--- src/rtl/sram16_bridge.sv ---
// sram16_bridge: turns single-cycle 32-bit CPU memory requests into two
// 16-bit accesses on an asynchronous SRAM. The upper halfword is accessed first
// (HI), then the lower halfword (LO). Each half lasts WAIT_CYCLES strobe cycles
// plus one hold cycle. Every output comes straight from a flop, so the SRAM
// pins stay glitch-free.
module sram16_bridge #(
  parameter int WAIT_CYCLES = 1  // strobe-active cycles per half, 1..8
) (
  input  logic        clk,
  input  logic        reset,       // asynchronous, active-low
  input  logic        req_valid,
  output logic        req_ready,
  input  logic        req_we,
  input  logic [31:0] req_addr,
  input  logic [31:0] req_wdata,
  input  logic [3:0]  req_be,
  output logic        rsp_valid,
  output logic [31:0] rsp_rdata,
  output logic [19:0] sram_adr,
  output logic [15:0] sram_dq_out,
  output logic        sram_dq_oe,
  input  logic [15:0] sram_dq_in,
  output logic        sram_ce_n,
  output logic        sram_oe_n,
  output logic        sram_we_n,
  output logic        sram_ub_n,
  output logic        sram_lb_n
);

  typedef enum logic [1:0] {
    IDLE = 2'd0,
    HI   = 2'd1,
    LO   = 2'd2,
    DONE = 2'd3
  } state_t;

  // All SRAM control pins, kept together so a phase entry sets them in one go.
  typedef struct packed {
    logic ce_n;
    logic oe_n;
    logic we_n;
    logic ub_n;
    logic lb_n;
    logic dq_oe;
  } strobe_t;

  localparam strobe_t STROBES_OFF = '{
    ce_n: 1'b1, oe_n: 1'b1, we_n: 1'b1, ub_n: 1'b1, lb_n: 1'b1, dq_oe: 1'b0
  };

  // The phase counter reloads to WAIT_CYCLES and counts down to zero. The
  // zero cycle is the hold cycle, and its closing edge ends the phase.
  localparam logic [3:0] WAIT_LD = 4'(WAIT_CYCLES);

  // Strobe values for the first cycle of a half-access.
  // A write whose two byte enables for this half are both clear keeps we_n
  // high. The phase still runs its full length, so latency does not change.
  // A read enables both byte lanes and the output buffers, and never drives
  // the bus.
  function automatic strobe_t phase_strobes(input logic we, input logic [1:0] be_half);
    strobe_t s;
    s.ce_n = 1'b0;
    if (we) begin
      s.oe_n  = 1'b1;
      s.we_n  = ~|be_half;
      s.ub_n  = ~be_half[1];
      s.lb_n  = ~be_half[0];
      s.dq_oe = 1'b1;
    end else begin
      s.oe_n  = 1'b0;
      s.we_n  = 1'b1;
      s.ub_n  = 1'b0;
      s.lb_n  = 1'b0;
      s.dq_oe = 1'b0;
    end
    return s;
  endfunction

  state_t      state_q;
  logic [3:0]  cnt_q;
  strobe_t     strb_q;
  logic        req_ready_q;
  logic        rsp_valid_q;
  logic [31:0] rsp_rdata_q;
  logic [19:0] sram_adr_q;
  logic [15:0] sram_dq_out_q;

  // The request is captured at acceptance. Only the parts still needed after
  // the HI entry are kept.
  logic        we_q;
  logic [17:0] word_adr_q;   // req_addr[19:2]
  logic [15:0] wdata_lo_q;   // req_wdata[15:0], driven during LO
  logic [1:0]  be_lo_q;      // req_be[1:0], used during LO
  logic [15:0] hi_sample_q;  // upper read halfword, held until LO completes

  // Address bits outside the 1 MiB halfword space and the byte offset have no
  // meaning on this bus.
  logic unused_addr_bits;
  assign unused_addr_bits = ^{req_addr[31:20], req_addr[1:0]};

  // Sequencer: request handshake, phase timing, SRAM strobes and response.
  // NOTE: every flop here uses non-blocking assignments, so each branch reads
  // the values from before this edge, whatever order the statements are in.
  always_ff @(posedge clk or negedge reset) begin
    if (!reset) begin
      state_q       <= IDLE;
      cnt_q         <= 4'd0;
      strb_q        <= STROBES_OFF;
      req_ready_q   <= 1'b0;
      rsp_valid_q   <= 1'b0;
      rsp_rdata_q   <= 32'd0;
      sram_adr_q    <= 20'd0;
      sram_dq_out_q <= 16'd0;
      we_q          <= 1'b0;
      word_adr_q    <= 18'd0;
      wdata_lo_q    <= 16'd0;
      be_lo_q       <= 2'd0;
      hi_sample_q   <= 16'd0;
    end else begin
      rsp_valid_q <= 1'b0;
      case (state_q)
        IDLE: begin
          if (req_valid && req_ready_q) begin
            state_q       <= HI;
            cnt_q         <= WAIT_LD;
            req_ready_q   <= 1'b0;
            we_q          <= req_we;
            word_adr_q    <= req_addr[19:2];
            wdata_lo_q    <= req_wdata[15:0];
            be_lo_q       <= req_be[1:0];
            sram_adr_q    <= {req_addr[19:2], 1'b0, 1'b0};
            sram_dq_out_q <= req_wdata[31:16];
            strb_q        <= phase_strobes(req_we, req_be[3:2]);
          end else begin
            req_ready_q <= 1'b1;
          end
        end

        HI: begin
          if (cnt_q == 4'd0) begin
            if (!we_q) begin
              hi_sample_q <= sram_dq_in;
            end
            state_q       <= LO;
            cnt_q         <= WAIT_LD;
            sram_adr_q    <= {word_adr_q, 1'b1, 1'b0};
            sram_dq_out_q <= wdata_lo_q;
            strb_q        <= phase_strobes(we_q, be_lo_q);
          end else begin
            cnt_q <= cnt_q - 4'd1;
            if (cnt_q == 4'd1) begin
              strb_q.we_n <= 1'b1;  // the hold cycle has we_n released
            end
          end
        end

        LO: begin
          if (cnt_q == 4'd0) begin
            if (!we_q) begin
              rsp_rdata_q <= {hi_sample_q, sram_dq_in};
            end
            state_q     <= DONE;
            rsp_valid_q <= 1'b1;
            strb_q      <= STROBES_OFF;
          end else begin
            cnt_q <= cnt_q - 4'd1;
            if (cnt_q == 4'd1) begin
              strb_q.we_n <= 1'b1;
            end
          end
        end

        DONE: begin
          state_q     <= IDLE;
          req_ready_q <= 1'b1;
        end

        default: begin
          state_q <= IDLE;
          strb_q  <= STROBES_OFF;
        end
      endcase
    end
  end

  assign req_ready   = req_ready_q;
  assign rsp_valid   = rsp_valid_q;
  assign rsp_rdata   = rsp_rdata_q;
  assign sram_adr    = sram_adr_q;
  assign sram_dq_out = sram_dq_out_q;
  assign sram_dq_oe  = strb_q.dq_oe;
  assign sram_ce_n   = strb_q.ce_n;
  assign sram_oe_n   = strb_q.oe_n;
  assign sram_we_n   = strb_q.we_n;
  assign sram_ub_n   = strb_q.ub_n;
  assign sram_lb_n   = strb_q.lb_n;

endmodule

--- config.mk ---
export PLATFORM = sky130hd
export DESIGN_NAME = sram16_bridge
export DESIGN_NICKNAME = d
export VERILOG_FILES = /design/src/rtl/sram16_bridge.sv
export SDC_FILE = /design/constraint.sdc
export NUM_CORES = 1
export LEC_CHECK = 0
export ABC_CLOCK_PERIOD_IN_PS = 4100
export BUFFER_PORTS_ARGS = -buffer_cell sky130_fd_sc_hd__buf_2
export CAP_MARGIN = 15
export CORE_MARGIN = 8
export CORE_UTILIZATION = 55
export CTS_BUF_LIST = sky130_fd_sc_hd__clkbuf_16
export CTS_CLUSTER_DIAMETER = 50
export DETAILED_ROUTE_END_ITERATION = 8
export MAX_ROUTING_LAYER = met4
export PLACE_DENSITY_LB_ADDON = 0.1
export SETUP_SLACK_MARGIN = 0.4
export SLEW_MARGIN = 40
export SYNTH_ARGS = -nofsm -noshare
export SYNTH_HDL_FRONTEND = slang
export SYNTH_SLANG_ARGS = --single-unit
--- constraint.sdc ---
create_clock -name clk -period 4.1 [get_ports clk]
set_input_delay 0.615 -clock clk [delete_from_list [all_inputs] [get_ports clk]]
set_output_delay 0.615 -clock clk [all_outputs]
set_load 0.05 [all_outputs]
==> impl_metrics.env <==
export IMPL_detailed_place_hpwl_um=8370
export IMPL_num_nets_final=664
export IMPL_place_port_buffers=148
export IMPL_final_min_period_over_clock_period_pct=64.0
export IMPL_fmax_mhz=381
export IMPL_setup_tns_final_ns=0
export IMPL_grt_max_degree=78
export IMPL_worstPathArrival_ns=2.91
export IMPL_via_count=3730
export IMPL_total_global_route_track_usage_pct=18.9
export IMPL_outcome="complete, no violations"
export IMPL_numCtsBuffers=17
export IMPL_syn2layout_area_growth_pct=25.1
export IMPL_fin_worst_skew_ns=0.00727
export IMPL_cts_root_buf="sky130_fd_sc_hd__clkbuf_16"
export IMPL_post_route_min_period_ns=2.62
export IMPL_grt_pass1_vias=4083
export IMPL_drt_pass1_iterations=4
export IMPL_final_max_slew_violation_count=0
export IMPL_worst_setup_path_type="reg -> reg"
export IMPL_layout_cells_most_common="sky130_fd_sc_hd__buf_2"
export IMPL_io_pin_count=164
export IMPL_overflow=0
export IMPL_synth_ff_latch_count=134
export IMPL_clk_insertion_delay_late_ns=0.41
export IMPL_cp_cell_sequence="inv_1 > ha_1 > nor3b_1 > nand2_1 > nor2_4 > buf_8 > mux2_2"
export IMPL_cts_num_sinks=134
export IMPL_postSynthCellCount=421
export IMPL_cts_tree="built"
export IMPL_timing_critical_path_slowest_stage_cell="sky130_fd_sc_hd__nor2_4"
export IMPL_critical_path_endpoint_type="flip-flop"
export IMPL_hold_buffers=0
export IMPL_vias_per_cell=5.20
export IMPL_rsz0062_at_grt="false"
export IMPL_antenna_left=0
export IMPL_grt_antenna_before_repair=0
export IMPL_core_region_area_sq_um=10100
export IMPL_post_cts_repair_setup_buffers=0
export IMPL_wire_length_of_the_first_global_routing_pass_um=19400
export IMPL_synthesis_yosys_warnings=0
export IMPL_max_slew_worst_pin_slew_ns=0.813
export IMPL_worstPathMaxFanout=17
export IMPL_relSlewSlack_pct=45.8
export IMPL_timing_critical_path_from_type="flip-flop"
export IMPL_postSynthNetCount=516
export IMPL_ys_dominant_reg_cell="sky130_fd_sc_hd__dfrtp_1"
export IMPL_routed_wire_length_per_instance_um=16.7
export IMPL_antennaDiodeCount=0
export IMPL_postSynth_asyncResetShare_pct=100
export IMPL_worst_ep_required_time_ns=4.39
export IMPL_drt_total_wl_um=12000
export IMPL_die_area_sq_um=13700
export IMPL_floorplan_die_height_um=117
export IMPL_drc=0
export IMPL_synth_enable_flop_cells=0
export IMPL_yosys_cell_types_count=42
export IMPL_post_cts_resized=0
export IMPL_chipWidth_um=117
export IMPL_floorplan_initialDensity_pct=55.6
export IMPL_final_layout_size_suffix_gt1_share_pct=48.5
export IMPL_min_path_type="in -> async"
export IMPL_globalplace_congestion=0.789
export IMPL_clock_tree_htree_level_count=4
export IMPL_synth_sequential_area_ratio_pct=59.9
export IMPL_cts_root_to_sink_buffers=2
export IMPL_setup_viol=0
export IMPL_syn_area_per_cell_sq_um=13.3
export IMPL_hold_viol=0
export IMPL_placement_rows=37
export IMPL_mostFrequentLayoutCells="sky130_fd_sc_hd__buf_2, sky130_fd_sc_hd__dfrtp_1, sky130_fd_sc_hd__mux2_2"
export IMPL_critical_path_max_stage_delay_ns=0.48
export IMPL_detail_route_iter0_violations=149
export IMPL_netlist_area_before_placement_sq_um=5610
export IMPL_max_cap_violations=0
export IMPL_reg_clk_slew_reported_paths_ns=0.06
## state kept, by name, summed over array words and instances, names as in the netlist, 2 cells and up
name         flops
state_q          2
cnt_q            4
sram_dq_out     16
be_lo_q          2
wdata_lo_q      16
word_adr_q      18
sram_adr        19
rsp_rdata       32
hi_sample_q     16
## logic make-up after synthesis
kind of cell,synth area share [%]
buffers and inverters,2.95
other,0.0669
DFF,59.9
AOI/OAI and AO/OA,6.49
adders and majority gates,1.56
muxes,23.3
and+or+nand+nor,5.67
## critical path: cells and delay by family, from the launching register on
| kind | cells | cell delay, ns |
|---|---|---|
| DFF | 1 | 0.40 |
| adders and majority gates | 1 | 0.19 |
| muxes | 1 | 0.35 |
| buffers and inverters | 2 | 0.35 |
| and+or+nand+nor | 3 | 1.20 |
## stage by stage
step | hold WS [ns] | setup WS [ns] | util, % | area, sq um | std cells
after global placement | 0.463 | 1.46 | 63.6 | 6420 | 685
after detailed placement | 0.471 | 1.48 | 63.9 | 6450 | 686
after global routing | 0.275 | 1.33 | 69.5 | 7010 | 717
after floorplan | 0.319 | 2.09 | - | 5610 | 421
final | 0.223 | 1.48 | 69.5 | 7010 | 717
after CTS | 0.244 | 1.47 | 69.5 | 7010 | 717
## cells in the mapped netlist (4+ instances only)
cell                       instances  share of area (%)
sky130_fd_sc_hd__dfrtp_1         129                 58
sky130_fd_sc_hd__mux2_2           83                 17
sky130_fd_sc_hd__nor2_1           48                3.2
sky130_fd_sc_hd__a21oi_1          41                3.7
sky130_fd_sc_hd__mux2i_1          34                6.1
sky130_fd_sc_hd__buf_2             7               0.62
sky130_fd_sc_hd__ha_1              7                1.6
sky130_fd_sc_hd__dfstp_2           5                2.3
sky130_fd_sc_hd__inv_1             5               0.33
sky130_fd_sc_hd__nand2_1           5               0.33
sky130_fd_sc_hd__o21ai_0           5               0.45
sky130_fd_sc_hd__buf_1             4               0.27
sky130_fd_sc_hd__clkbuf_1          4               0.27
## final cells by class
| class | instances | area (sq um) |
|---|---|---|
| Clock buffer | 17 | 425 |
| Clock inverter | 14 | 138 |
| Fill cell | 784 | 3080 |
| Inverter | 5 | 18.8 |
| Multi-Input combinational cell | 259 | 2100 |
| Sequential cell | 134 | 3360 |
| Tap cell | 136 | 170 |
| Timing Repair Buffer | 152 | 797 |
## path summary, 6_finish.rpt
path,from,end,slack [ns],cells after the start
max,cnt_q[0],rsp_rdata[14],1.48,7
min,reset,rsp_valid,0.22,1
max reg2reg,cnt_q[0],rsp_rdata[14],1.48,7
min reg2reg,rsp_rdata[7],rsp_rdata[7],0.48,1
max in group asynchronous,reset,sram_lb_n,3.12,2
min in group clk,req_wdata[14],wdata_lo_q[14],0.44,2
## layer usage
metal  routed length [um]  global-route usage [%]  part of all wire [%]
met2                 5910                    31.2                    49
met4                  203                    7.34                   1.7
met3                  819                    5.28                   6.8
met1                 5030                    21.5                    42
met5                    0                       -                     0
Power is left out: the tool's default activity adds up to more than one toggle a clock period on the data nets, which glitch-free logic cannot reach.
